`src/rtl/spike_event_buffer_pkg.sv`:
```
`default_nettype none
// ============================================================================
//  Module      : tinyodin_evt_pkg
//  Description : Shared types and constants for the spike event buffer.
//  Revision    : 1.0 - initial release
// ============================================================================
package tinyodin_evt_pkg;

    localparam int PKG_TICK_W = 8;
    localparam int PKG_ADDR_W = 8;
    localparam int OVF_W      = 16;

    // One captured spike: timestamp in the upper bits, neuron index below.
    typedef struct packed {
        logic [PKG_TICK_W-1:0] tick;
        logic [PKG_ADDR_W-1:0] addr;
    } spike_evt_t;

    typedef enum logic [1:0] {
        RUN   = 2'd0,
        DRAIN = 2'd1,
        DONE  = 2'd2
    } evt_state_e;

    // Saturating increment so the drop counter never wraps back to a small value.
    function automatic logic [OVF_W-1:0] sat_inc(input logic [OVF_W-1:0] v);
        return (&v) ? v : v + 1'b1;
    endfunction

endpackage
`default_nettype wire

```
`src/rtl/spike_event_buffer_if.sv`:
```
`default_nettype none
// ============================================================================
//  Module      : spike_event_buffer_if
//  Description : Valid/ready event stream from the buffer to the host reader.
//  Revision    : 1.0 - initial release
// ============================================================================
interface spike_event_buffer_if #(
    parameter int DATA_W = 16
) ();

    logic              evt_valid_o;
    logic              evt_ready_i;
    logic [DATA_W-1:0] evt_data_o;

    // Event producer side (the buffer).
    modport master (
        output evt_valid_o,
        output evt_data_o,
        input  evt_ready_i
    );

    // Event consumer side (the host reader).
    modport slave (
        input  evt_valid_o,
        input  evt_data_o,
        output evt_ready_i
    );

endinterface
`default_nettype wire

```
`src/rtl/spike_event_buffer_fifo.sv`:
```
`default_nettype none
// ============================================================================
//  Module      : sync_fifo_fwft
//  Description : Single-clock first-word-fall-through FIFO. A write into a full
//                FIFO is accepted when a read happens in the same cycle.
//  Revision    : 1.0 - initial release
// ============================================================================
module sync_fifo_fwft #(
    parameter  int WIDTH = 16,
    parameter  int DEPTH = 16,
    localparam int PTR_W = $clog2(DEPTH),
    localparam int CNT_W = PTR_W + 1
) (
    input  wire logic             clk,
    input  wire logic             rst,
    input  wire logic             i_clr,
    input  wire logic             i_wr_en,
    input  wire logic [WIDTH-1:0] i_wr_data,
    output logic                  o_wr_accept,
    output logic                  o_rd_valid,
    input  wire logic             i_rd_ready,
    output logic      [WIDTH-1:0] o_rd_data,
    output logic      [CNT_W-1:0] o_count
);

    logic [WIDTH-1:0] r_mem [DEPTH];
    logic [PTR_W-1:0] r_wr_ptr;
    logic [PTR_W-1:0] r_rd_ptr;
    logic [CNT_W-1:0] r_count;

    logic w_empty;
    logic w_full;
    logic w_pop;
    logic w_push;

    assign w_empty = (r_count == '0);
    assign w_full  = (r_count == CNT_W'(DEPTH));
    // Ready is ignored while nothing is presented.
    assign w_pop   = !w_empty && i_rd_ready;
    // The slot freed by a same-cycle read can take the incoming word.
    assign w_push  = i_wr_en && (!w_full || w_pop);

    assign o_wr_accept = w_push;
    assign o_rd_valid  = !w_empty;
    assign o_count     = r_count;
    // Drive zero when empty so the bus is quiet after reset or flush.
    assign o_rd_data   = w_empty ? '0 : r_mem[r_rd_ptr];

    // Pointer and occupancy bookkeeping; flush wins over any transfer.
    always_ff @(posedge clk) begin
        if (rst || i_clr) begin
            r_wr_ptr <= '0;
            r_rd_ptr <= '0;
            r_count  <= '0;
        end else begin
            if (w_push) begin
                r_wr_ptr <= r_wr_ptr + 1'b1;
            end
            if (w_pop) begin
                r_rd_ptr <= r_rd_ptr + 1'b1;
            end
            case ({w_push, w_pop})
                2'b10:   r_count <= r_count + 1'b1;
                2'b01:   r_count <= r_count - 1'b1;
                default: r_count <= r_count;
            endcase
        end
    end

    // Storage write; contents need no reset because occupancy gates visibility.
    always_ff @(posedge clk) begin
        if (w_push) begin
            r_mem[r_wr_ptr] <= i_wr_data;
        end
    end

endmodule
`default_nettype wire

```
`src/rtl/spike_event_buffer.sv`:
```
`default_nettype none
// ============================================================================
//  Module      : spike_event_buffer
//  Description : Captures output spikes with their time-step, queues them and
//                streams them to the host; raises a done interrupt once
//                inference has finished and the queue has been drained.
//  Revision    : 1.0 - initial release
// ============================================================================
module spike_event_buffer
    import tinyodin_evt_pkg::*;
#(
    parameter  int N      = 256,
    parameter  int DEPTH  = 16,
    parameter  int TICK_W = 8,
    localparam int ADDR_W = $clog2(N),
    localparam int CNT_W  = $clog2(DEPTH) + 1
) (
    input  wire logic              clk_i,
    input  wire logic              rst_i,
    input  wire logic              spike_pushback_i,
    input  wire logic [ADDR_W-1:0] spike_pushback_addr_i,
    input  wire logic [TICK_W-1:0] tick_i,
    input  wire logic              inference_done_i,
    input  wire logic              clear_i,
    spike_event_buffer_if.master   evt_if,
    output logic       [CNT_W-1:0] evt_count_o,
    output logic       [OVF_W-1:0] overflow_cnt_o,
    output logic                   busy_o,
    output logic                   done_irq_o
);

    localparam int c_DATA_W = TICK_W + ADDR_W;

    evt_state_e r_state;
    evt_state_e w_state_nxt;

    logic              r_done_d;
    logic              r_irq;
    logic [OVF_W-1:0]  r_ovf;

    logic              w_push_req;
    logic              w_irq_nxt;
    logic              w_wr_accept;
    logic              w_rd_valid;
    logic [c_DATA_W-1:0] w_rd_data;
    logic [CNT_W-1:0]  w_count;
    logic              w_pop;
    logic              w_done_rise;
    logic              w_drain_empty;
    logic              w_drop;

    assign w_pop       = w_rd_valid && evt_if.evt_ready_i;
    assign w_done_rise = inference_done_i && !r_done_d;
    // Queue is empty after this edge: already empty, or the last entry leaves now.
    assign w_drain_empty = (w_count == '0) || ((w_count == CNT_W'(1)) && w_pop);
    assign w_drop      = w_push_req && !w_wr_accept;

    sync_fifo_fwft #(
        .WIDTH (c_DATA_W),
        .DEPTH (DEPTH)
    ) u_fifo (
        .clk         (clk_i),
        .rst         (rst_i),
        .i_clr       (clear_i),
        .i_wr_en     (w_push_req),
        .i_wr_data   ({tick_i, spike_pushback_addr_i}),
        .o_wr_accept (w_wr_accept),
        .o_rd_valid  (w_rd_valid),
        .i_rd_ready  (evt_if.evt_ready_i),
        .o_rd_data   (w_rd_data),
        .o_count     (w_count)
    );

    // State register, IRQ pulse and inference_done edge history.
    always_ff @(posedge clk_i) begin
        if (rst_i || clear_i) begin
            r_state  <= RUN;
            r_irq    <= 1'b0;
            r_done_d <= 1'b0;
        end else begin
            r_state  <= w_state_nxt;
            r_irq    <= w_irq_nxt;
            r_done_d <= inference_done_i;
        end
    end

    // Next-state, push gating and IRQ request; clear overrides everything.
    always_comb begin
        w_state_nxt = r_state;
        w_push_req  = 1'b0;
        w_irq_nxt   = 1'b0;
        case (r_state)
            RUN: begin
                w_push_req = spike_pushback_i;
                if (w_done_rise) begin
                    w_state_nxt = DRAIN;
                end
            end
            DRAIN: begin
                if (w_drain_empty) begin
                    w_state_nxt = DONE;
                    w_irq_nxt   = 1'b1;
                end
            end
            DONE: begin
                w_state_nxt = DONE;
            end
            default: begin
                w_state_nxt = RUN;
            end
        endcase
        if (clear_i) begin
            w_push_req  = 1'b0;
            w_state_nxt = RUN;
            w_irq_nxt   = 1'b0;
        end
    end

    // Count spikes lost to a full queue while running.
    always_ff @(posedge clk_i) begin
        if (rst_i || clear_i) begin
            r_ovf <= '0;
        end else if (w_drop) begin
            r_ovf <= sat_inc(r_ovf);
        end
    end

    assign evt_if.evt_valid_o = w_rd_valid;
    assign evt_if.evt_data_o  = w_rd_data;
    assign evt_count_o        = w_count;
    assign overflow_cnt_o     = r_ovf;
    assign busy_o             = (r_state != DONE);
    assign done_irq_o         = r_irq;

endmodule
`default_nettype wire
```
`src/flat_wrapper.sv`:
```
// flat-port wrapper written by rule: the top's interface ports become plain ports
module spike_event_buffer_flat import tinyodin_evt_pkg::*;
#(
    parameter  int N      = 256,
    parameter  int DEPTH  = 16,
    parameter  int TICK_W = 8,
    localparam int ADDR_W = $clog2(N),
    localparam int CNT_W  = $clog2(DEPTH) + 1
)
  (clk_i, rst_i, spike_pushback_i, spike_pushback_addr_i, tick_i, inference_done_i, clear_i, evt_count_o, overflow_cnt_o, busy_o, done_irq_o, evt_if_evt_valid_o, evt_if_evt_data_o, evt_if_evt_ready_i);
  spike_event_buffer_if evt_if_i ();
  input  wire logic clk_i;
  input  wire logic rst_i;
  input  wire logic spike_pushback_i;
  input  wire logic [ADDR_W-1:0] spike_pushback_addr_i;
  input  wire logic [TICK_W-1:0] tick_i;
  input  wire logic inference_done_i;
  input  wire logic clear_i;
  output logic       [CNT_W-1:0] evt_count_o;
  output logic       [OVF_W-1:0] overflow_cnt_o;
  output logic busy_o;
  output logic done_irq_o;
  output wire logic [$bits(evt_if_i.evt_valid_o)-1:0] evt_if_evt_valid_o;
  output wire logic [$bits(evt_if_i.evt_data_o)-1:0] evt_if_evt_data_o;
  input wire logic [$bits(evt_if_i.evt_ready_i)-1:0] evt_if_evt_ready_i;
  assign evt_if_evt_valid_o = evt_if_i.evt_valid_o;
  assign evt_if_evt_data_o = evt_if_i.evt_data_o;
  assign evt_if_i.evt_ready_i = evt_if_evt_ready_i;
  spike_event_buffer #(.N(N), .DEPTH(DEPTH), .TICK_W(TICK_W)) u_core (.clk_i(clk_i), .rst_i(rst_i), .spike_pushback_i(spike_pushback_i), .spike_pushback_addr_i(spike_pushback_addr_i), .tick_i(tick_i), .inference_done_i(inference_done_i), .clear_i(clear_i), .evt_if(evt_if_i), .evt_count_o(evt_count_o), .overflow_cnt_o(overflow_cnt_o), .busy_o(busy_o), .done_irq_o(done_irq_o));
endmodule
```
`config.mk`:
```
export PLATFORM = sky130hd
export DESIGN_NAME = spike_event_buffer_flat
export DESIGN_NICKNAME = d
export VERILOG_FILES = /design/src/rtl/spike_event_buffer_pkg.sv /design/src/rtl/spike_event_buffer_if.sv /design/src/rtl/spike_event_buffer_fifo.sv /design/src/rtl/spike_event_buffer.sv /design/src/flat_wrapper.sv
export SDC_FILE = /design/constraint.sdc
export NUM_CORES = 1
export LEC_CHECK = 0
export CORE_MARGIN = 5
export CORE_UTILIZATION = 35
export DETAILED_ROUTE_END_ITERATION = 8
export GPL_TIMING_DRIVEN = 1
export HOLD_SLACK_MARGIN = 0.02
export SYNTH_ARGS = -nofsm -noshare
export SYNTH_HDL_FRONTEND = slang
export SYNTH_SLANG_ARGS = --single-unit
```
`constraint.sdc`:
```
create_clock -name clk_i -period 3.8 [get_ports clk_i]
set_input_delay 1.14 -clock clk_i [delete_from_list [all_inputs] [get_ports clk_i]]
set_output_delay 1.14 -clock clk_i [all_outputs]
set_load 0.02 [all_outputs]
```
* Word-level counts from Yosys, hierarchy flattened
Memories as Yosys holds them, arrays and structs flattened. A register that Yosys moved wholly into a read port is not among the register bits.
Index checks and enable logic that the tools add are counted.
** Storage, ports and cells
- Register bits :: 33
- Bits in writable memories :: 256
- Input port bits :: 22
- Output and inout bits :: 40
- Logic and storage cells :: 56
- Memories :: 1
** Memories
- u_core.u_fifo.r_mem :: depth 16, width 16, read ports 1, clocked after Yosys merged registers in 1, write ports 1, line spike_event_buffer_fifo.sv:26 : logic [WIDTH-1:0] r_mem [DEPTH];
** Operators by class
- Add/sub/neg operators :: 5
- Equality and inequality tests :: 9
- Multiplexer cells :: 12
- Bitwise operators :: 2
- Reduce and logical (&&, ||, !) cells :: 20
** Operator list (number)
- $add 16x1->16 const B :: 1
- $mux 16 :: 1
- $reduce_and 16->1 :: 1
- $pmux 5 s2 :: 1
- $add 4x1->4 const B :: 2
- $mux 4 :: 2
- $pmux 2 s3 :: 1
- $add 5x1->5 const B :: 1
- $eq 5x1->1 const B :: 1
- $eq 5x5->1 const B :: 1
- $logic_and 1x1->1 :: 5
- $logic_not 5->1 :: 1
- $mux 1 :: 5
- $sub 5x1->5 const B :: 1
- $eq 2x1->1 const B :: 2
- $eq 2x2->1 const B :: 2
- $logic_not 1->1 :: 4
- $mux 2 :: 2
- $ne 2x1->1 const B :: 2
- $reduce_and 2->1 :: 2
- $logic_or 1x1->1 :: 3
- $reduce_or 3->1 :: 1
- $logic_not 2->1 :: 1
- $ne 2x2->1 const B :: 1
- 3 further kinds :: 4

* Logic depth before layout (Yosys ltp)
- Depth in word-level cells :: 8
- Gate-level depth with buffers :: 8
- Depth with buffers taken out :: 7

* By module
From an unflattened synthesis, not the netlist that was laid out.
** Unflattened totals
- Cells, all modules :: 660
- Area, all modules :: 11911.4 um2
** By module, submodules not included
- sync_fifo_fwft :: instances 1, cells an instance 533, area each 10804.1 um2, seq. area each 8027.7 um2
- spike_event_buffer :: instances 1, cells an instance 127, area each 1107.3 um2, seq. area each 400.4 um2

* Least setup slack after synthesis
Ideal clock, no wire load.
- Path kind :: input-to-reg
- Start :: input port evt_if_evt_ready_i
- End :: memory u_core.u_fifo.r_mem[0][0] (enable)
- Library setup time :: 409 ps
- Arrival :: 3037 ps
- Data required time :: 3391 ps
- Slack :: 353 ps
- Stages :: 5
- Path buffers :: 1
- Cell sequence :: buf_2 inv_1 a21oi_1 nand2_1 nor3_1
** On the way
- Longest elaborated chain between the ends :: 5
** RTL lines
- from (decl) :: line flat_wrapper.sv:25 : input wire logic [$bits(evt_if_i.evt_ready_i)-1:0] evt_if_evt_ready_i;
- $logic_and 1x1->1 :: line spike_event_buffer_fifo.sv:39 : assign w_pop = !w_empty && i_rd_ready;
- $logic_or 1x1->1 :: line spike_event_buffer_fifo.sv:41 : assign w_push = i_wr_en && (!w_full || w_pop);
- $logic_and 1x1->1 :: line spike_event_buffer_fifo.sv:41
- $mux 1 :: line spike_event_buffer_fifo.sv:72 : if (w_push) begin
- $mux 1 (implied by the code) :: line spike_event_buffer_fifo.sv:73 : r_mem[r_wr_ptr] <= i_wr_data;
- to (decl) :: line spike_event_buffer_fifo.sv:26
No other way between the ends.

==> metrics.cfg <==
[placed_design]
gp_congestion=0.751
dpl_cell_area_um2=13200
port_buffers=61
dp_hpwl_um=15800
post-place-ws_ns=0.229

[cells_and_area]
postLayoutCellArea_um2=14300
nets=787
layout_common_cells=256 x edfxtp_1, 64 x mux4_2, 45 x clkdlybuf4s50_1
diodes=0
layout_commonest_cell=edfxtp_1
syn2layout_area_growth_pct=21.6
multiInputGateArea_um2=3210
drive_gt1_share_pct=23.7
num-fill-cells=2933
fin_util_pct=42.9
seqCellArea_um2=8440

[grt]
grt_pass1_wl_um=39900
overflow=0
grt_max_degree=34
grt_pass1_vias=6417
antenna_found_initial=1
grtUsageTotal_pct=14.1

[setup_path]
crit_fanout=5
critical_path_class=reg -> out
r2r_start=u_core.u_fifo.o_count[1]
cp-end-kind=primary output
worst-r2r-cell-count=7
r2r_slack_ns=1.10
cp-start-kind=flop
worstPathRequired_ns=2.66
worstPathArrival_ns=2.55
timing.rr.end=u_core.u_fifo.r_mem[6][13]

[floorplan]
die_y_um=193
fp.dieW_um=193
io_pins=62
rows=67
start_util_pct=35.3
die_area_um2=37300
core_area_um2=33300

[run]
drv_cap=0

[synthesis]
synth-seq-area-share_pct=71.8
syn_area_per_cell_um2=18.3
synth.distinct_cells=52
synth_cells=641
synth_edf_count=256
ys_seq_elements=293
ys.warnings.count=0
synth_top_area_cell=edfxtp_1
syn_area_um2=11700
synthArstFlopShare_pct=0
yosys-top-cells-area=edfxtp_1 66%, mux4_2 12%, dfxtp_1 6.3%
synthFlopType=edfxtp_1
syn_nets=677
synth_top_area_share_pct=65.5

[sta]
final.period_utilization_pct=97.0
worstMarginPinSlew_ns=0.697
finalSetupViolCount=0
drv_slew=0
hold_violations=0
slew_headroom_pct=53.3
grt_setup_unrepaired=no
period_needed_ns=3.69
max_freq_mhz=271
worst_slack_ns=0.112
fin_tns_setup_ns=0
fin_skew_ns=0.0194

[routing]
wl_met2_um=12300
m1WireLength_um=11600
drc=0
routedWlPerCell_um=21.3
drt-total-wl_um=26100
dr.pass1.iters=4
ant_nets=0
drt_iter0_markers=394
highest_layer=met5
vias=6245
dr_wl_met3_um=1640
vias_per_cell=5.11

[pwr]
p_total_mw=6.69
swShare_pct=20.7
internal_power_mw=5.31
ir_drop_mv=0.364
pwr_density_cell_nw_per_um2=469
clkPwrFrac_pct=42.7
seq_power_share_pct=52.6
p_sw_mw=1.38
pwr-share-comb_pct=4.8
p_leak_nw=4.47

[clock_tree]
h-tree-depth=1
cts_tree=done
clkTransAtPathRegs_ns=0.06
clk_latency_ns=0.56
cts_buffers=30
postCtsHoldBufs=0
cts.sink_count=293
clockBufferDepth=3
cts_root_buffer=clkbuf_16

[min_path]
hold_depth=2
hp-class=reg -> reg
min_from=u_core.u_fifo.r_rd_ptr[1]

[status]
status=completed

worst max-delay path by stage:
stage | startpoint | slack, ns | cells past startpoint | end
finish | flop | 0.11 | 7 | evt_if_evt_data_o[14]
global route | flop | 0.003 | 7 | evt_if_evt_data_o[14]
CTS | flop | 0.03 | 6 | evt_if_evt_data_o[15]
detailed placement | u_core.u_fifo.o_count[1] | 0.23 | 8 | evt_if_evt_data_o[14]
global placement | flop | 0.36 | 5 | evt_if_evt_data_o[3]
floorplan | evt_if_evt_ready_i | 0.35 | 5 | u_core.u_fifo.r_mem[0][0]
kinds of logic after synthesis:
family                   Yosys count  synth area share [%]
AO/OA/AOI/OAI                     65                  3.56
buffers and inverters             45                  1.65
AND/OR/NAND/NOR                  117                  5.55
XOR/XNOR                           6                 0.448
adder cells (fa/ha/maj)           14                  1.49
flip-flops                       293                  71.8
multiplexers                     101                  15.5
stage by stage:
| stage | hold WS, ns | cells |
|---|---|---|
| final | 0.498 | 1223 |
| after global routing | 0.526 | 1223 |
| after CTS | 0.500 | 1223 |
| after detailed placement | 0.493 | 1161 |
| after global placement | 0.489 | 1161 |
| after floorplan | 0.467 | 641 |
critical path: stages (launching register included):
cell             delay, ns
dfxtp_4               0.43
buf_4                 0.17
buf_4                 0.12
buf_4                 0.12
mux4_2                0.49
mux2i_1               0.23
o22ai_2               0.15
clkdlybuf4s15_2       0.28
timing repair:
action | CTS | global route
endpoints found under the hold margin | 0 | 0
gates cloned | 1 | 0
gates resized for setup | 26 | 5
setup endpoints to repair | 16 | 4
setup buffers | 5 | 0
synthesized netlist by cell type, types with 4 or more instances:
library cell  instances
nand2_1              16
buf_2                11
a21oi_1              18
nor3_1               16
or3_1                 4
nor4_1                4
o21ai_0               8
dfxtp_1              37
and2_1                5
inv_1                14
nand4_1               6
o31ai_1               5
mux2i_1              35
mux4_2               64
buf_1                 6
nand3_1              12
ha_1                 14
o22ai_1              16
nor2_1               27
edfxtp_1            256
or4_1                 4
clkbuf_1             12
per-layer routing:
layer  track usage, %  vias to the layer above
met3             3.11                       40
met5                0                        -
met2             22.8                      174
met4             3.02                        2
met1             19.9                     3190
li1                 -                     2839
final cells by class:
| type | instances | share of cell area, % |
|---|---|---|
| Sequential cell | 293 | 59.1 |
| Multi-Input combinational cell | 303 | 22.5 |
| Clock buffer | 40 | 5.52 |
| Clock inverter | 16 | 1.18 |
| Timing Repair Buffer | 109 | 7.37 |
| Tap cell | 448 | 3.93 |
| Inverter | 14 | 0.368 |
state kept, by name, summed over array words and instances (netlist names), named ones only:
signal	flops
u_core.u_fifo.r_mem	256
u_core.overflow_cnt_o	16
u_core.u_fifo.o_count	5
u_core.u_fifo.r_rd_ptr	4
u_core.u_fifo.r_wr_ptr	4
u_core.r_state	2
u_core.done_irq_o	1
u_core.r_done_d	1
power groups by stage:
stage          combinational (mW)  sequential [mW]  clock (mW)
2_1_floorplan               0.159             3.59           0
3_3_place_gp                0.317             3.59           0
3_5_place_dp                0.321             3.59           0
4_1_cts                     0.322             3.52        2.93
5_1_grt                     0.348             3.52        3.06
6_report                    0.319             3.52        2.86
(Power assumes the default switching activity.)
